**src/rtl/uart_tx_frame.sv**
```systemverilog
// UART frame transmitter: start bit, 8 data bits LSB first, parity, stop bit.
// Each bit is held for CLKS_PER_BIT clocks; all outputs are registered.
module uart_tx_frame #(
  parameter int CLKS_PER_BIT = 16,
  parameter bit PARITY_ODD   = 1'b0
) (
  input  logic       i_clock,
  input  logic       i_reset,
  input  logic       i_tx_start,
  input  logic [7:0] i_tx_data,
  output logic       o_tx_out,
  output logic       o_tx_busy,
  output logic       o_tx_done
);

  localparam int CW = (CLKS_PER_BIT > 1) ? $clog2(CLKS_PER_BIT) : 1;
  localparam logic [CW-1:0] LAST = CW'(CLKS_PER_BIT - 1);

  typedef enum logic [2:0] {
    IDLE   = 3'd0,
    START  = 3'd1,
    DATA   = 3'd2,
    PARITY = 3'd3,
    STOP   = 3'd4
  } state_t;

  state_t        r_state, w_state_nx;
  logic [CW-1:0] r_cnt, w_cnt_nx;
  logic [2:0]    r_idx, w_idx_nx;
  logic [7:0]    r_shift, w_shift_nx;
  logic          r_tx_out, w_tx_out_nx;
  logic          r_busy, w_busy_nx;
  logic          r_done, w_done_nx;
  logic          w_last;
  logic          w_parity;

  assign w_last   = (r_cnt == LAST);
  // Parity comes from the captured byte so mid-frame tx_data changes cannot leak in.
  assign w_parity = (^r_shift) ^ PARITY_ODD;

  always_ff @(posedge i_clock or posedge i_reset) begin
    if (i_reset) begin
      r_state  <= IDLE;
      r_cnt    <= '0;
      r_idx    <= '0;
      r_shift  <= '0;
      r_tx_out <= 1'b1;
      r_busy   <= 1'b0;
      r_done   <= 1'b0;
    end else begin
      r_state  <= w_state_nx;
      r_cnt    <= w_cnt_nx;
      r_idx    <= w_idx_nx;
      r_shift  <= w_shift_nx;
      r_tx_out <= w_tx_out_nx;
      r_busy   <= w_busy_nx;
      r_done   <= w_done_nx;
    end
  end

  always_comb begin
    w_state_nx  = r_state;
    w_cnt_nx    = r_cnt + CW'(1);
    w_idx_nx    = r_idx;
    w_shift_nx  = r_shift;
    w_tx_out_nx = r_tx_out;
    w_busy_nx   = r_busy;
    w_done_nx   = 1'b0;
    unique case (r_state)
      IDLE: begin
        w_cnt_nx    = '0;
        w_tx_out_nx = 1'b1;
        w_busy_nx   = 1'b0;
        if (i_tx_start) begin
          w_shift_nx  = i_tx_data;
          w_state_nx  = START;
          w_tx_out_nx = 1'b0;
          w_busy_nx   = 1'b1;
        end
      end
      START: begin
        if (w_last) begin
          w_state_nx  = DATA;
          w_cnt_nx    = '0;
          w_idx_nx    = 3'd0;
          w_tx_out_nx = r_shift[0];
        end
      end
      DATA: begin
        if (w_last) begin
          w_cnt_nx = '0;
          if (r_idx == 3'd7) begin
            w_state_nx  = PARITY;
            w_tx_out_nx = w_parity;
          end else begin
            w_idx_nx    = r_idx + 3'd1;
            w_tx_out_nx = r_shift[r_idx + 3'd1];
          end
        end
      end
      PARITY: begin
        if (w_last) begin
          w_state_nx  = STOP;
          w_cnt_nx    = '0;
          w_tx_out_nx = 1'b1;
        end
      end
      STOP: begin
        if (w_last) begin
          w_state_nx  = IDLE;
          w_cnt_nx    = '0;
          w_tx_out_nx = 1'b1;
          w_busy_nx   = 1'b0;
          w_done_nx   = 1'b1;
        end
      end
      default: begin
        w_state_nx  = IDLE;
        w_cnt_nx    = '0;
        w_tx_out_nx = 1'b1;
        w_busy_nx   = 1'b0;
      end
    endcase
  end

  assign o_tx_out  = r_tx_out;
  assign o_tx_busy = r_busy;
  assign o_tx_done = r_done;

endmodule

```
**config.mk**
```make
export PLATFORM = sky130hd
export DESIGN_NAME = uart_tx_frame
export DESIGN_NICKNAME = d
export VERILOG_FILES = /design/src/rtl/uart_tx_frame.sv
export SDC_FILE = /design/constraint.sdc
export NUM_CORES = 1
export LEC_CHECK = 0
export ABC_AREA = 1
export BUFFER_PORTS_ARGS = -buffer_cell sky130_fd_sc_hd__buf_4
export CORE_MARGIN = 10
export CORE_UTILIZATION = 56
export DETAILED_ROUTE_END_ITERATION = 7
export HOLD_SLACK_MARGIN = 0.05
export PLACE_DENSITY_LB_ADDON = 0.25
export SLEW_MARGIN = 40
export SYNTH_ARGS = -nofsm -noshare
export SYNTH_HDL_FRONTEND = slang
export SYNTH_SLANG_ARGS = --single-unit
export TNS_END_PERCENT = 10
```
**constraint.sdc**
```tcl
create_clock -name i_clock -period 1.4 [get_ports i_clock]
set_input_delay 0 -clock i_clock [delete_from_list [all_inputs] [get_ports i_clock]]
set_output_delay 0 -clock i_clock [all_outputs]
set_load 0.02 [all_outputs]
```
==> impl_metrics.yaml, run 1 <==
sta:
  fin_worst_skew_ns: 0.000968
  slew_headroom: 0.773
  tightest_slew_ns: 0.340
  setup_viol: 2
  period_needed_ns: 1.42
  drv_slew: 0
  hold_ws_ns: 0.119
  post-route-period-util: 1.02
  max_freq_mhz: 702
  hold_violations: 0
  rsz0062_at_grt: "yes"
  fin_setup_tns_ns: -0.0395
  fin_ws_ns: -0.0242
layout:
  layout_commonest_cell: "nand2_1"
  layout_common_cells: "nand2_1, dfrtp_1, inv_1"
  final_layout_size_suffix_gt1_frac: 0.222
  n_antenna_cell: 0
  final_cells: 221
  fin_area_um2: 1530
  final_util: 0.765
  fin_nets: 210
  synthToLayoutAreaGrowth_pct: 27.1
clocking:
  cts_num_sinks: 21
  cts_root_buffer: "clkbuf_4"
  h-tree-depth: 1
  cts_buffer_depth: 2
  cts_buffers: 3
  postCtsSetupBuffers: 0
  cts_tree: "yes"
  clock_latency_ns: 0.30
  path_clk_slew_ns: 0.11
critical_path:
  required_ns: 1.60
  crit_type: "flip-flop to flip-flop"
  endpoint_kind: "flip-flop"
  cp_top_family: "simple AND/OR/NAND/NOR gates"
  critPathMaxStageDelay_ns: 0.40
  path_buf_inv: 0
  critical_path.most_common_cell: "nand2_2"
  crit_path_max_fanout: 5
  slowest_stage: "dfrtp_1"
  worstSetupStartpointType: "flip-flop"
  arrival_ns: 1.62
  path_cells: "ha_2, nand2_2, nor2_4, o21ai_1, nand2_1, nand2_2, nor2_1, a21oi_1"
floorplanning:
  dieWidth_um: 66.4
  ioPinCount: 14
  core.rowCount: 16
  initial_core_util: 0.602
  die_y_um: 66.4
  core-area_um2: 2000
  die_area_um2: 4410
yosys:
  synth_ff_type: "dfrtp_1"
  synth_nets: 183
  syn_inst: 168
  synth_warnings: 0
  yosysSeqAreaShare: 0.437
  syn_area_um2: 1200
  syn_area_per_cell_um2: 7.17
  ys_ff_latch: 21
  async_reset_ff_frac: 1.00
  synth_enable_flop_cells: 0
  synth_cell_types: 25
routing:
  firstDrtPassIters: 4
  drc: 0
  detail-route-antenna-nets: 0
  via_per_inst: 5.05
  vias: 1117
  wl_per_cell_um: 11.9
  dr.first_iter.drc_count: 60
  drt_wl_total_um: 2630
power_and_ir_drop:
  cellPowerDensity_nw_per_um2: 1890
  comb_power_share: 0.522
  power.net_switching_mw: 1.37
  power.share.clock: 0.101
  power_mw: 2.89
  sw_frac_of_total: 0.474
  leakage_nw: 0.772
  vdd_drop_max_v: 0.00133
  p_int_mw: 1.52
  power.share.sequential: 0.377
grt:
  grt_max_degree: 22
  grt_pass1_vias: 1098
  grt-ovfl-total: 0
  grt_pass1_wl_um: 4470
  grt_usage: 0.125
  antenna_found_initial: 0
flow_run:
  max_cap_viol_count: 0
outcome:
  failed_checks: "setup timing"
  status: "finished with violations"
place:
  numPortBuffers: 13
  place_ws_ns: -0.0338
  dp_hpwl_um: 1890
  placed_area_um2: 1340
  dp_cells: 208
  gp_congestion: 0.825
hold_path:
  min_path_type: "primary input to flip-flop"
==> per-layer routing <==
metal	up-vias	part of all wire	GRT usage
li1	581	-	-
met2	29	0.50	0.215
met5	-	0	0
met1	501	0.43	0.140
met3	6	0.045	0.0322
met4	0	0.017	0.0576
==> flip-flops by register name, indices dropped and copies added, names as in the netlist <==
register and flops:
r_cnt 4, r_shift 8, r_idx 3, r_state 3, o_tx_out 1, o_tx_busy 1, o_tx_done 1
==> logic make-up (layout without fill, tap and decap cells) <==
logic type	Yosys count	count (layout)	share of synthesized area
AND/OR/NAND/NOR	100	100	0.354
buffers and inverters	23	49	0.0737
flip-flops	21	21	0.437
AO/OA/AOI/OAI	19	19	0.0862
adder cells (fa/ha/maj)	4	4	0.0415
XOR/XNOR	1	1	0.00727
==> worst paths after layout <==
path,from,to,slack [ns],cells after the start
worst max-delay path,r_cnt[0],r_state[0],-0.02,8
worst min-delay path,i_tx_start,o_tx_busy,0.12,3
worst max register to register,r_cnt[0],r_state[0],-0.02,8
worst min register to register,r_cnt[0],r_cnt[0],0.48,1
max in group asynchronous,i_reset,o_tx_out,0.86,4
min in group asynchronous,i_reset,r_shift[6],0.27,4
==> what timing repair did <==
action / CTS / global route
hold buffers: 9 / 0
hold endpoints to repair: 29 / 0
setup endpoints to repair: 3 / 15
resized for setup: 4 / 14
pin swaps: 1 / 4
==> worst min-delay path, delay by kind of cell <==
kind                   cells  cell delay, ns
and+or+nand+nor            2            0.26
buffers and inverters      1            0.13
==> cell type report <==
cell class                      count  area, um2
Fill cell                         157        470
Multi-Input combinational cell    124        662
Timing Repair Buffer               24        203
Inverter                           21       78.8
Sequential cell                    21        528
Tap cell                           27       33.8
Clock buffer                        4       26.3
==> cell usage after synthesis, types with 2 or more instances <==
library cell	instances	share of area
inv_1	20	0.062
nor2_1	18	0.056
ha_1	4	0.042
o21ai_1	4	0.017
nand3_1	10	0.042
dfrtp_1	20	0.42
nor2_2	5	0.026
nand2_1	60	0.19
a21oi_1	10	0.042
nand2_2	2	0.010
==> power groups by stage <==
stage               registers (mW)  clock network, mW  logic (mW)
floorplan                     1.06                  0        1.07
global route                  1.12              0.323        1.75
global placement              1.06                  0        1.33
finish                        1.09              0.294        1.51
CTS                           1.07              0.303        1.43
detailed placement            1.08                  0        1.39
Note: power is estimated with default switching activity, not from simulation.
==> run 2, diff against run 1 <==
--- a/config.mk
+++ b/config.mk
@@ -5,10 +5,9 @@
 export SDC_FILE = /design/constraint.sdc
 export NUM_CORES = 1
 export LEC_CHECK = 0
-export ABC_AREA = 1
 export BUFFER_PORTS_ARGS = -buffer_cell sky130_fd_sc_hd__buf_4
 export CORE_MARGIN = 10
-export CORE_UTILIZATION = 56
+export CORE_UTILIZATION = 40
 export DETAILED_ROUTE_END_ITERATION = 7
 export HOLD_SLACK_MARGIN = 0.05
 export PLACE_DENSITY_LB_ADDON = 0.25
==> run 2 against run 1 <==
The flow still finishes with violations (setup timing). Sequential share of layout area fell by 0.50 points. Die area rose by 20%. Synthesized cell count fell by 42%. Clock power barely moved. Clock-buffer cell count did not move. Non-clock buffer count rose by 15. Via count fell by 24%. Core utilization fell by 19 points. Largest cell class unchanged.
==> impl_metrics.yaml, run 2 <==
outcome:
  status: "finished with violations"
  failed_checks: "setup timing"
floorplanning:
  core-area_um2: 2710
  ioPinCount: 14
  dieWidth_um: 72.7
  core.rowCount: 19
  initial_core_util: 0.410
  die_area_um2: 5290
  die_y_um: 72.7
yosys:
  yosysMostFrequentCell: "dfrtp_1"
  yosysTopAreaCellShare: 0.450
  async_reset_ff_frac: 1.00
  syn_inst: 97
  synth_warnings: 0
  synth_enable_flop_cells: 0
  synth_top_cell_by_area: "dfrtp_1"
  ys_top_cells_by_count: "dfrtp_1, mux2_2, nor2_1, xnor2_1, nand3_1"
  synth_cell_types: 31
  ys_ff_latch: 21
  synth_nets: 112
  synth_ff_type: "dfrtp_1"
  syn_area_per_cell_um2: 11.5
  synth_area_leaders: "dfrtp_1, mux2_2, xnor2_1"
  syn_area_um2: 1110
  yosysSeqAreaShare: 0.474
layout:
  synthToLayoutAreaGrowth_pct: 40.4
  layout_common_cells: "buf_4, dfrtp_1, dlygate4sd3_1"
  largest_register_ffs: 8
  top_register: "r_shift"
  layout_commonest_cell: "buf_4"
  final_layout_size_suffix_gt1_frac: 0.401
  final_cells: 168
  fin_nets: 153
  fillCellCount: 237
  top_regs: "r_shift (8), r_cnt (4)"
  n_antenna_cell: 0
sta:
  max_freq_mhz: 638
  fin_worst_skew_ns: 0.00515
  tightest_slew_ns: 0.480
  post-route-period-util: 1.12
  rsz0062_at_grt: "yes"
  slew_headroom: 0.680
  hold_violations: 0
  drv_slew: 0
  fin_ws_ns: -0.167
  hold_ws_ns: 0.254
  setup_viol: 4
  period_needed_ns: 1.57
hold_path:
  min_path_type: "primary input to async pin"
routing:
  drt_wl_total_um: 2280
  vias: 852
  detail-route-antenna-nets: 0
  wl_per_cell_um: 13.6
  drc: 0
  firstDrtPassIters: 3
  dr.first_iter.drc_count: 57
  via_per_inst: 5.07
grt:
  antenna_found_initial: 0
  grt_usage: 0.0950
  grt_pass1_vias: 939
  met2_usage: 0.156
  grt_util_met1: 0.103
  grt-ovfl-total: 0
  grt_max_degree: 15
  busiest_layer: "met2"
  met3_usage: 0.0259
  grt_pass1_wl_um: 3980
power_and_ir_drop:
  leakage_nw: 0.711
  p_int_uw: 808
  power.share.sequential: 0.608
  power.net_switching_uw: 235
  power_mw: 1.04
  cellPowerDensity_nw_per_um2: 668
  power.share.clock: 0.281
  sw_frac_of_total: 0.226
  comb_power_share: 0.111
  vdd_drop_max_v: 0.000529
clocking:
  cts_root_buffer: "clkbuf_4"
  cts_num_sinks: 21
  cts_tree: "yes"
  clock_latency_ns: 0.31
  h-tree-depth: 1
  path_clk_slew_ns: 0.11
  cts_buffer_depth: 2
  cts_buffers: 3
  postCtsSetupBuffers: 0
critical_path:
  crit_path_max_fanout: 2
  setup.worst_path.start: "r_idx[0]"
  path_cells: "ha_4, mux4_2, nor2_2, nand4b_1, o211ai_1"
  arrival_ns: 1.80
  endpoint_kind: "flip-flop"
  worstSetupStartpointType: "flip-flop"
  r2r_start: "r_idx[0]"
  slowest_stage: "mux4_2"
  required_ns: 1.63
  critPathMaxStageDelay_ns: 0.49
  crit_type: "flip-flop to flip-flop"
place:
  gp_congestion: 0.695
  dp_hpwl_um: 1770
  dp_cells: 154
  place_ws_ns: -0.149
  numPortBuffers: 13
flow_run:
  max_cap_viol_count: 0
run 2: cell count changes after synthesis, moves of 3 or more:
| cell | delta |
|---|---|
| nand2_1 | -58 |
| inv_1 | -16 |
| nor2_1 | -11 |
| a21oi_1 | -9 |
| mux2_2 | +9 |
| xnor2_1 | +7 |
| a22o_1 | +5 |
| nor2_2 | -5 |
| and3_1 | +4 |
| nand3_1 | -4 |
| o21ai_1 | -4 |
| mux2i_1 | +3 |
| o21ai_0 | +3 |
run 2: path summary, 6_finish.rpt:
kind,slack [ns],depth (start not counted),to
setup / recovery,-0.17,5,o_tx_out
setup reg to reg,-0.17,5,o_tx_out
max in group asynchronous,0.64,4,r_idx[0]
hold / removal,0.25,3,r_state[1]
hold reg to reg,0.55,2,r_cnt[0]
min in group i_clock,0.45,3,r_shift[4]
run 2: power groups by stage:
stage	logic [mW]	clock network (mW)	registers [mW]
5_1_grt	0.128	0.323	0.636
6_report	0.116	0.293	0.634
4_1_cts	0.117	0.306	0.634
3_5_place_dp	0.0955	0	0.646
3_3_place_gp	0.0939	0	0.645
2_1_floorplan	0.0597	0	0.644
run 2: logic make-up (layout without fill, tap and decap cells):
group,after synthesis,in the layout,share of synthesized area
buffers and inverters,7,47,0.0259
and+or+nand+nor,26,26,0.136
adders and majority gates,4,4,0.0450
xor gates and xnor gates,10,10,0.0787
muxes,13,13,0.138
AOI/OAI and AO/OA,16,16,0.102
DFF,21,21,0.474
run 2: cell type report:
cell class | count | area, um2 | area share
clock buffer | 4 | 26.3 | 0.0168
inverter | 4 | 15.0 | 0.00962
timing repair buffer | 39 | 347 | 0.222
sequential | 21 | 531 | 0.340
tap | 31 | 38.8 | 0.0248
multi-input combinational | 69 | 604 | 0.387
run 2: worst max-delay path: cells and delay by family (launching register included):
| kind | cells | cell delay [ns] |
|---|---|---|
| muxes | 1 | 0.49 |
| adders and majority gates | 1 | 0.27 |
| AOI/OAI and AO/OA | 1 | 0.09 |
| DFF | 1 | 0.44 |
| and+or+nand+nor | 2 | 0.19 |
run 2: layer usage:
metal,share of wire,routed length [um]
met3,0.043,99
met4,0.026,59
met1,0.45,1020
met5,0,0
met2,0.48,1110
run 2: through the flow:
step           utilization  instance area, um2  setup TNS [ns]
2_1_floorplan            -                1140          -0.283
4_1_cts              0.567                1540          -0.385
3_5_place_dp         0.519                1410          -0.353
6_report             0.576                1560          -0.319
5_1_grt              0.576                1560          -0.791
3_3_place_gp         0.519                1410          -0.233
run 2: what timing repair did:
action                                  CTS  global route
gates resized for setup                   2             9
hold buffers                             10             0
pin swaps                                 0             2
endpoints found under the setup margin   12            15
endpoints found under the hold margin    21             0
